--- src/rtl/pipeline_control.sv ---
// Pipeline hazard/branch/halt controller: a four-state Moore FSM that
// drives PC and pipeline-register enables from decode/execute status.
module pipeline_control #(
    parameter int MUL_CYCLES   = 3,
    parameter int FLUSH_CYCLES = 2
) (
    input  logic        clock,
    input  logic        reset_n,
    input  logic        id_valid,
    input  logic [15:0] id_opcode,
    input  logic [4:0]  id_rs,
    input  logic [4:0]  id_rt,
    input  logic [15:0] ex_opcode,
    input  logic [4:0]  ex_dest,
    input  logic        ex_branch,
    input  logic [31:0] ex_target,
    input  logic        resume,
    output logic        pc_write,
    output logic        pc_sel,
    output logic [31:0] pc_target,
    output logic        if_id_write,
    output logic        if_id_flush,
    output logic        id_ex_bubble,
    output logic        halted,
    output logic [1:0]  state,
    output logic [7:0]  stall_count
);

    typedef enum logic [1:0] {
        ST_RUN   = 2'd0,
        ST_STALL = 2'd1,
        ST_FLUSH = 2'd2,
        ST_HALT  = 2'd3
    } state_e;

    // ADD..XOR, MOV, ADI, MUL write a destination register
    localparam logic [15:0] WR_MASK  = 16'h1CFF;
    localparam logic [3:0]  FLUSH_LD = 4'(FLUSH_CYCLES);
    localparam logic [3:0]  MUL_LD   = (MUL_CYCLES > 1) ? 4'(MUL_CYCLES - 1) : 4'd1;
    localparam logic        MUL_MULTI = (MUL_CYCLES > 1);

    state_e      state_q, state_d;
    logic [3:0]  cnt_q, cnt_d;
    logic        pc_sel_q, pc_sel_d;
    logic [31:0] pc_target_q, pc_target_d;
    logic [7:0]  stall_count_q, stall_count_d;

    logic id_onehot;
    logic is_hlt;
    logic is_mul;
    logic hazard;

    always_comb begin
        id_onehot = (id_opcode != 16'd0)
                 && ((id_opcode & (id_opcode - 16'd1)) == 16'd0);
        is_hlt = id_valid & id_onehot & id_opcode[13];
        is_mul = id_valid & id_onehot & id_opcode[12];
        hazard = id_valid & (|(ex_opcode & WR_MASK))
               & ((ex_dest == id_rs) | (ex_dest == id_rt));
    end

    always_ff @(posedge clock or negedge reset_n) begin
        if (!reset_n) begin
            state_q       <= ST_RUN;
            cnt_q         <= 4'd0;
            pc_sel_q      <= 1'b0;
            pc_target_q   <= 32'd0;
            stall_count_q <= 8'd0;
        end else begin
            state_q       <= state_d;
            cnt_q         <= cnt_d;
            pc_sel_q      <= pc_sel_d;
            pc_target_q   <= pc_target_d;
            stall_count_q <= stall_count_d;
        end
    end

    always_comb begin
        state_d     = state_q;
        cnt_d       = cnt_q;
        pc_sel_d    = 1'b0;
        pc_target_d = pc_target_q;
        stall_count_d = stall_count_q;
        if (state_q == ST_STALL && stall_count_q != 8'hFF)
            stall_count_d = stall_count_q + 8'd1;
        unique case (state_q)
            ST_RUN: begin
                if (ex_branch) begin
                    state_d     = ST_FLUSH;
                    cnt_d       = FLUSH_LD;
                    pc_sel_d    = 1'b1;
                    pc_target_d = ex_target;
                end else if (is_hlt) begin
                    state_d = ST_HALT;
                end else if (hazard) begin
                    state_d = ST_STALL;
                    cnt_d   = is_mul ? MUL_LD : 4'd1;
                end else if (is_mul && MUL_MULTI) begin
                    state_d = ST_STALL;
                    cnt_d   = MUL_LD;
                end
            end
            ST_STALL: begin
                if (ex_branch) begin
                    state_d     = ST_FLUSH;
                    cnt_d       = FLUSH_LD;
                    pc_sel_d    = 1'b1;
                    pc_target_d = ex_target;
                end else if (cnt_q == 4'd1) begin
                    state_d = ST_RUN;
                    cnt_d   = 4'd0;
                end else begin
                    cnt_d = cnt_q - 4'd1;
                end
            end
            ST_FLUSH: begin
                if (cnt_q == 4'd1) begin
                    state_d = ST_RUN;
                    cnt_d   = 4'd0;
                end else begin
                    cnt_d = cnt_q - 4'd1;
                end
            end
            ST_HALT: begin
                if (resume)
                    state_d = ST_RUN;
            end
        endcase
    end

    always_comb begin
        pc_write     = 1'b0;
        if_id_write  = 1'b0;
        if_id_flush  = 1'b0;
        id_ex_bubble = 1'b0;
        halted       = 1'b0;
        unique case (state_q)
            ST_RUN: begin
                pc_write    = 1'b1;
                if_id_write = 1'b1;
            end
            ST_STALL: begin
                id_ex_bubble = 1'b1;
            end
            ST_FLUSH: begin
                pc_write     = pc_sel_q;
                if_id_write  = 1'b1;
                if_id_flush  = 1'b1;
                id_ex_bubble = 1'b1;
            end
            ST_HALT: begin
                id_ex_bubble = 1'b1;
                halted       = 1'b1;
            end
        endcase
    end

    assign pc_sel      = pc_sel_q;
    assign pc_target   = pc_target_q;
    assign state       = state_q;
    assign stall_count = stall_count_q;

endmodule

--- config.mk ---
export PLATFORM = sky130hd
export DESIGN_NAME = pipeline_control
export DESIGN_NICKNAME = d
export VERILOG_FILES = /design/src/rtl/pipeline_control.sv
export SDC_FILE = /design/constraint.sdc
export NUM_CORES = 1
export LEC_CHECK = 0
export BUFFER_PORTS_ARGS = -buffer_cell sky130_fd_sc_hd__buf_2
export CORE_MARGIN = 1
export CORE_UTILIZATION = 44
export DETAILED_ROUTE_END_ITERATION = 10
export GPL_TIMING_DRIVEN = 0
export HOLD_SLACK_MARGIN = 0.08
export PLACE_DENSITY_LB_ADDON = 0.15
export SLEW_MARGIN = 0
export SYNTH_ARGS = -nofsm -noshare
export SYNTH_HDL_FRONTEND = slang
export SYNTH_SLANG_ARGS = --single-unit
--- constraint.sdc ---
create_clock -name clock -period 2.2 [get_ports clock]
set_input_delay 0.22 -clock clock [delete_from_list [all_inputs] [get_ports clock]]
set_output_delay 0.22 -clock clock [all_outputs]
set_load 0.02 [all_outputs]
Word level (Yosys, flattened, before mapping)
Index checks and enable logic that the tools add are counted.

storage, ports and cells
  register bits = 47
  input port bits = 84
  output and inout bits = 48
  word-level logic and storage cells = 62

operators by class
  add/sub/neg operators = 3
  equal/unequal tests = 11
  mux-type cells = 23
  bitwise gates (word level) = 7
  reductions and logical operators = 13

operators by type and width
  operator                 count
  $mux W4                  6
  $and A16 B16 Y16         1
  $logic_not A16 Y1        1
  $mux W2                  8
  $reduce_bool A16 Y1      1
  $sub A16 B1 Y16 const B  1
  $pmux W4 S3              1
  $reduce_or A11 Y1        1
  $eq A5 B5 Y1             2
  $add A8 B1 Y8 const B    1
  $ne A8 B8 Y1 const B     1
  $pmux W2 S4              1
  $mux W1                  6
  $and A1 B1 Y1            5
  $ne A5 B5 Y1 const B     1
  $eq A2 B2 Y1 const B     2
  $eq A4 B1 Y1 const B     1
  $ne A4 B4 Y1 const B     1
  $reduce_and A2 Y1        2
  $reduce_or A2 Y1         2
  $sub A4 B1 Y4 const B    1
  $ne A3 B3 Y1 const B     1
  $reduce_and A3 Y1        1
  $reduce_bool A3 Y1       1
  7 further kinds          8

Depth between registers and ports, before layout
  depth after elaboration = 11
  gate-level depth with buffers = 8
  gate-level depth less buffers = 8

Worst setup path after synthesis
OpenSTA, ideal clock, no wires.

  path type = flip-flop to flip-flop
  start point = reg state_q[0], in the netlist state[0]
  end point = reg cnt_q[2]
  library setup time = 0.132 ns
  arrival time = 1.990 ns
  data required time = 2.068 ns
  slack = 0.078 ns
  stages on the path, launching flop included = 8
  path buffers = 0
  clock period less this slack = 2.122 ns
  cells stage by stage = dfrtp_1 -> inv_1 -> ha_1 -> o211ai_1 -> nor2_1 -> or3_1 -> o211ai_1 -> o41ai_2

on the way
  word-level cells in the longest chain between the ends = 3
  elaborated cells between the ends (all ways) = 8
  those cells by class = eq/ne: 4; mux: 1; reduce/logical: 3

RTL lines
  what                                                         RTL line  RTL
  start, declared                                              42        state_e state_q, state_d;
  start signal, assigned                                       70        state_q <= state_d;
  $logic_not A2 Y1, or another cell as far along               86        unique case (state_q)
  $ne A4 B4 Y1 (no source line), or another cell as far along  -
  $reduce_and A3 Y1 (no source line)                           -
  end signal, assigned                                         71        cnt_q <= cnt_d;
  end, declared                                                43        logic [3:0] cnt_q, cnt_d;

Parallel ways exist; a longest one is shown, timed or not.
A chain may end at the register's enable or synchronous reset.

Worst setup path after layout
  start point = reg cnt_q[1]
  end point = reg cnt_q[3]

on the way
  word-level cells in the longest chain between the ends = 4
  elaborated cells between the ends (all ways) = 5
  those cells by class = add/sub: 1; eq/ne: 1; mux: 3

RTL lines
  what                                           RTL line  RTL
  $sub A4 B1 Y4 or $eq A4 B1 Y1 (tied branches)  -
  $mux W4 *                                      109, 117
  $mux W4                                        104       if (ex_branch) begin
  $pmux W4 S3 *                                  86

Mark *: on every way between the ends. The rest lies on a longest branch, timed or not.

==> flow_summary.json <==
{
  "ant_nets": 0,
  "setup_slack_ns": 0.126,
  "drive_gt1_share_pct": 56.8,
  "multi_input_area_um2": 1120,
  "skew_ns": 0.00459,
  "vias": 1961,
  "rows": 26,
  "timing.reg2reg.setup_slack_ns": 0.13,
  "nets": 415,
  "syn-num-nets": 280,
  "firstDrtPassIters": 4,
  "r2r_end": "cnt_q[3]",
  "path_delay_family": "compound AO/OA/AOI/OAI gates",
  "viasPerCell": 4.98,
  "p_per_area_nw_per_um2": 1140,
  "worst-path-buf-inv": 2,
  "grt_max_degree": 48,
  "cts_buffer_depth": 2,
  "max_clock_freq_ghz": 0.482,
  "start_kind": "flip-flop",
  "gp_congestion": 0.753,
  "wl_per_cell_um": 13.0,
  "yosysSeqAreaShare_pct": 50.4,
  "grt.total_usage_pct": 19.1,
  "wl_met3_um": 275,
  "cts_max_level": 2,
  "synth.cell_area_um2": 2330,
  "regToRegStartpoint": "cnt_q[1]",
  "syn_inst": 188,
  "cts_tree": "done",
  "drt-total-wl_mm": 5.13,
  "p_leak_uw": 0.00160,
  "ios": 132,
  "die_area_um2": 5600,
  "grt_pass1_wl_mm": 7.99,
  "drt-initial-drc-count": 83,
  "drcViolationCount": 0,
  "wl_met1_mm": 2.27,
  "rsz0062_at_grt": "no",
  "peakVddDrop_v": 0.000702,
  "ys.flop_type": "dfrtp_1",
  "drv_cap": 0,
  "crit_path_end_kind": "flip-flop",
  "syn_to_final_growth_pct": 35.7,
  "clockRootBuffer": "clkbuf_8",
  "dpl.hpwl_mm": 4.01,
  "fillers": 448,
  "timing.final.crit_share_pct": 94.3,
  "yosys.area.top_type": "dfrtp_1",
  "io_buffers": 126,
  "min_period_ns": 2.07,
  "crit_type": "reg2reg",
  "grt-ovfl-total": 0,
  "required_ns": 2.37,
  "preCtsSetupSlack_ns": -0.141,
  "setup_viol": 0,
  "hold_violations": 0,
  "synth.top_cell.area_share_pct": 50.4,
  "cts_buffers": 5,
  "finalMaxSlewViolations": 0,
  "seq_area_um2": 1180,
  "final_common_cell": "buf_2",
  "diodes": 0,
  "grt_pass1_vias": 1740,
  "cts.sinks": 47,
  "synthTopCellsByArea": "dfrtp_1 (50%), mux2_2 (16%), ha_1 (4.3%), xnor2_1 (4.1%), xor2_1 (2.6%)",
  "clock_latency_ns": 0.29,
  "reg2reg_depth": 9,
  "tightest_slew_ns": 1.04,
  "start_util_pct": 45.7,
  "crit_fanout": 4,
  "die_x_um": 74.8,
  "worstHoldPathType": "in2async",
  "yosys_warnings": 0,
  "post_synth.cell_area_avg_um2": 12.4,
  "yosysUniqueCellTypes": 39,
  "path_clk_slew_ns": 0.09,
  "coreArea_um2": 5110,
  "crit_slowest_cell": "or3b_2",
  "synth_edf_count": 0,
  "highest_layer": "met4",
  "mostFrequentLayoutCells": "buf_2 (126), dfrtp_1 (46), mux2_2 (34)",
  "slowest_delay_ns": 0.48,
  "cp_cell_sequence": "inv_1 -> ha_1 -> or3b_2 -> o211ai_1 -> buf_4 -> nor2_1 -> a211o_1 -> o41ai_1 -> o32ai_2",
  "slew_headroom_pct": 30.8,
  "antenna_found_initial": 0,
  "ys_async_sr_fraction_pct": 100,
  "status": "complete, no violations",
  "setup_tns_ns": 0,
  "worstPathArrival_ns": 2.24,
  "die_y_um": 74.8,
  "ys_ff_latch": 47,
  "wl_met2_mm": 2.53,
  "cts_hold_buf": 0
}
## power by group
group | internal [uW] | total [uW] | switching (uW)
clock | 222 | 505 | 283
sequential | 1200 | 1370 | 174
combinational | 741 | 1720 | 977
total | 2160 | 3600 | 1430
## worst reg2reg max path, stage by stage (launching register included)
cell and delay [ns]:
dfrtp_1 0.38, inv_1 0.10, ha_1 0.14, or3b_2 0.48
o211ai_1 0.15, buf_4 0.16, nor2_1 0.04, a211o_1 0.27
o41ai_1 0.08, o32ai_2 0.14
## metal layers
metal	vias to the layer above	GRT usage, %
met1	937	25.4
met5	-	0
met2	70	30.5
li1	946	-
met3	8	4.95
met4	0	6.50
## cells in the mapped netlist (2+ instances only)
cell type / n
inv_1: 10
nand4_1: 2
a211o_1: 2
nor4_1: 2
a211oi_1: 2
o211ai_1: 3
nor3_1: 5
xnor2_1: 11
o32a_1: 2
mux2_2: 34
dfrtp_1: 47
nor2b_1: 2
mux2i_1: 2
nor2_1: 6
nor4_2: 2
xor2_1: 7
or2_2: 2
nand3_1: 6
o21ai_0: 2
nand2_1: 6
and4_1: 2
clkbuf_1: 3
ha_1: 8
a31oi_1: 3
and3_1: 3
## worst max-delay path by stage
| stage | startpoint | to | slack (ns) | cells past startpoint |
|---|---|---|---|---|
| final | cnt_q[1] | cnt_q[3] | 0.13 | 9 |
| after global routing | state[0] | cnt_q[2] | 0.002 | 6 |
| after CTS | cnt_q[1] | cnt_q[3] | 0.11 | 9 |
| after detailed placement | state[1] | pc_target[27] | -0.14 | 5 |
| after global placement | state[1] | pc_target[22] | -0.09 | 5 |
| after floorplan | state[0] | cnt_q[2] | 0.08 | 7 |
## logic make-up (layout without fill, tap and decap cells)
family | Yosys count | count (layout) | share of synthesized area (%)
flops | 47 | 47 | 50.4
simple gates | 45 | 45 | 11.8
compound gates | 21 | 21 | 7.40
xor+xnor | 18 | 18 | 6.76
buf+inv | 13 | 149 | 2.09
fa+ha+maj | 8 | 8 | 4.29
mux | 36 | 36 | 17.3
## registers in the layout (all words and copies together), names as in the netlist
signal and cells:
cnt_q 4, pc_target 32, state 2, pc_sel 1, stall_count 8
## timing repair
action | in CTS | in global routing
endpoints found under the setup margin | 30 | 5
pin swaps | 1 | 0
resized for setup | 4 | 2
buffers inserted | 2 | 0
hold endpoints to repair | 0 | 0
## per-stage QoR
step	cell area (um2)	cells	hold WS, ns	total power (uW)	util, %
floorplan	2330	188	-0.0756	2500	-
global placement	3050	384	0.451	3050	59.8
detailed placement	3050	384	0.456	3100	59.8
CTS	3160	394	0.140	3630	61.9
global route	3170	394	0.133	3850	62.0
finish	3170	394	0.102	3600	62.0
## layout make-up
type	instances	area share, %
Tap cell	70	2.77
Sequential cell	47	37.2
Clock buffer	6	2.29
Inverter	10	1.19
Multi-Input combinational cell	128	35.3
Buffer	3	0.474
Clock inverter	2	0.395
Timing Repair Buffer	128	20.4
Power figures use the tool's default switching activity.
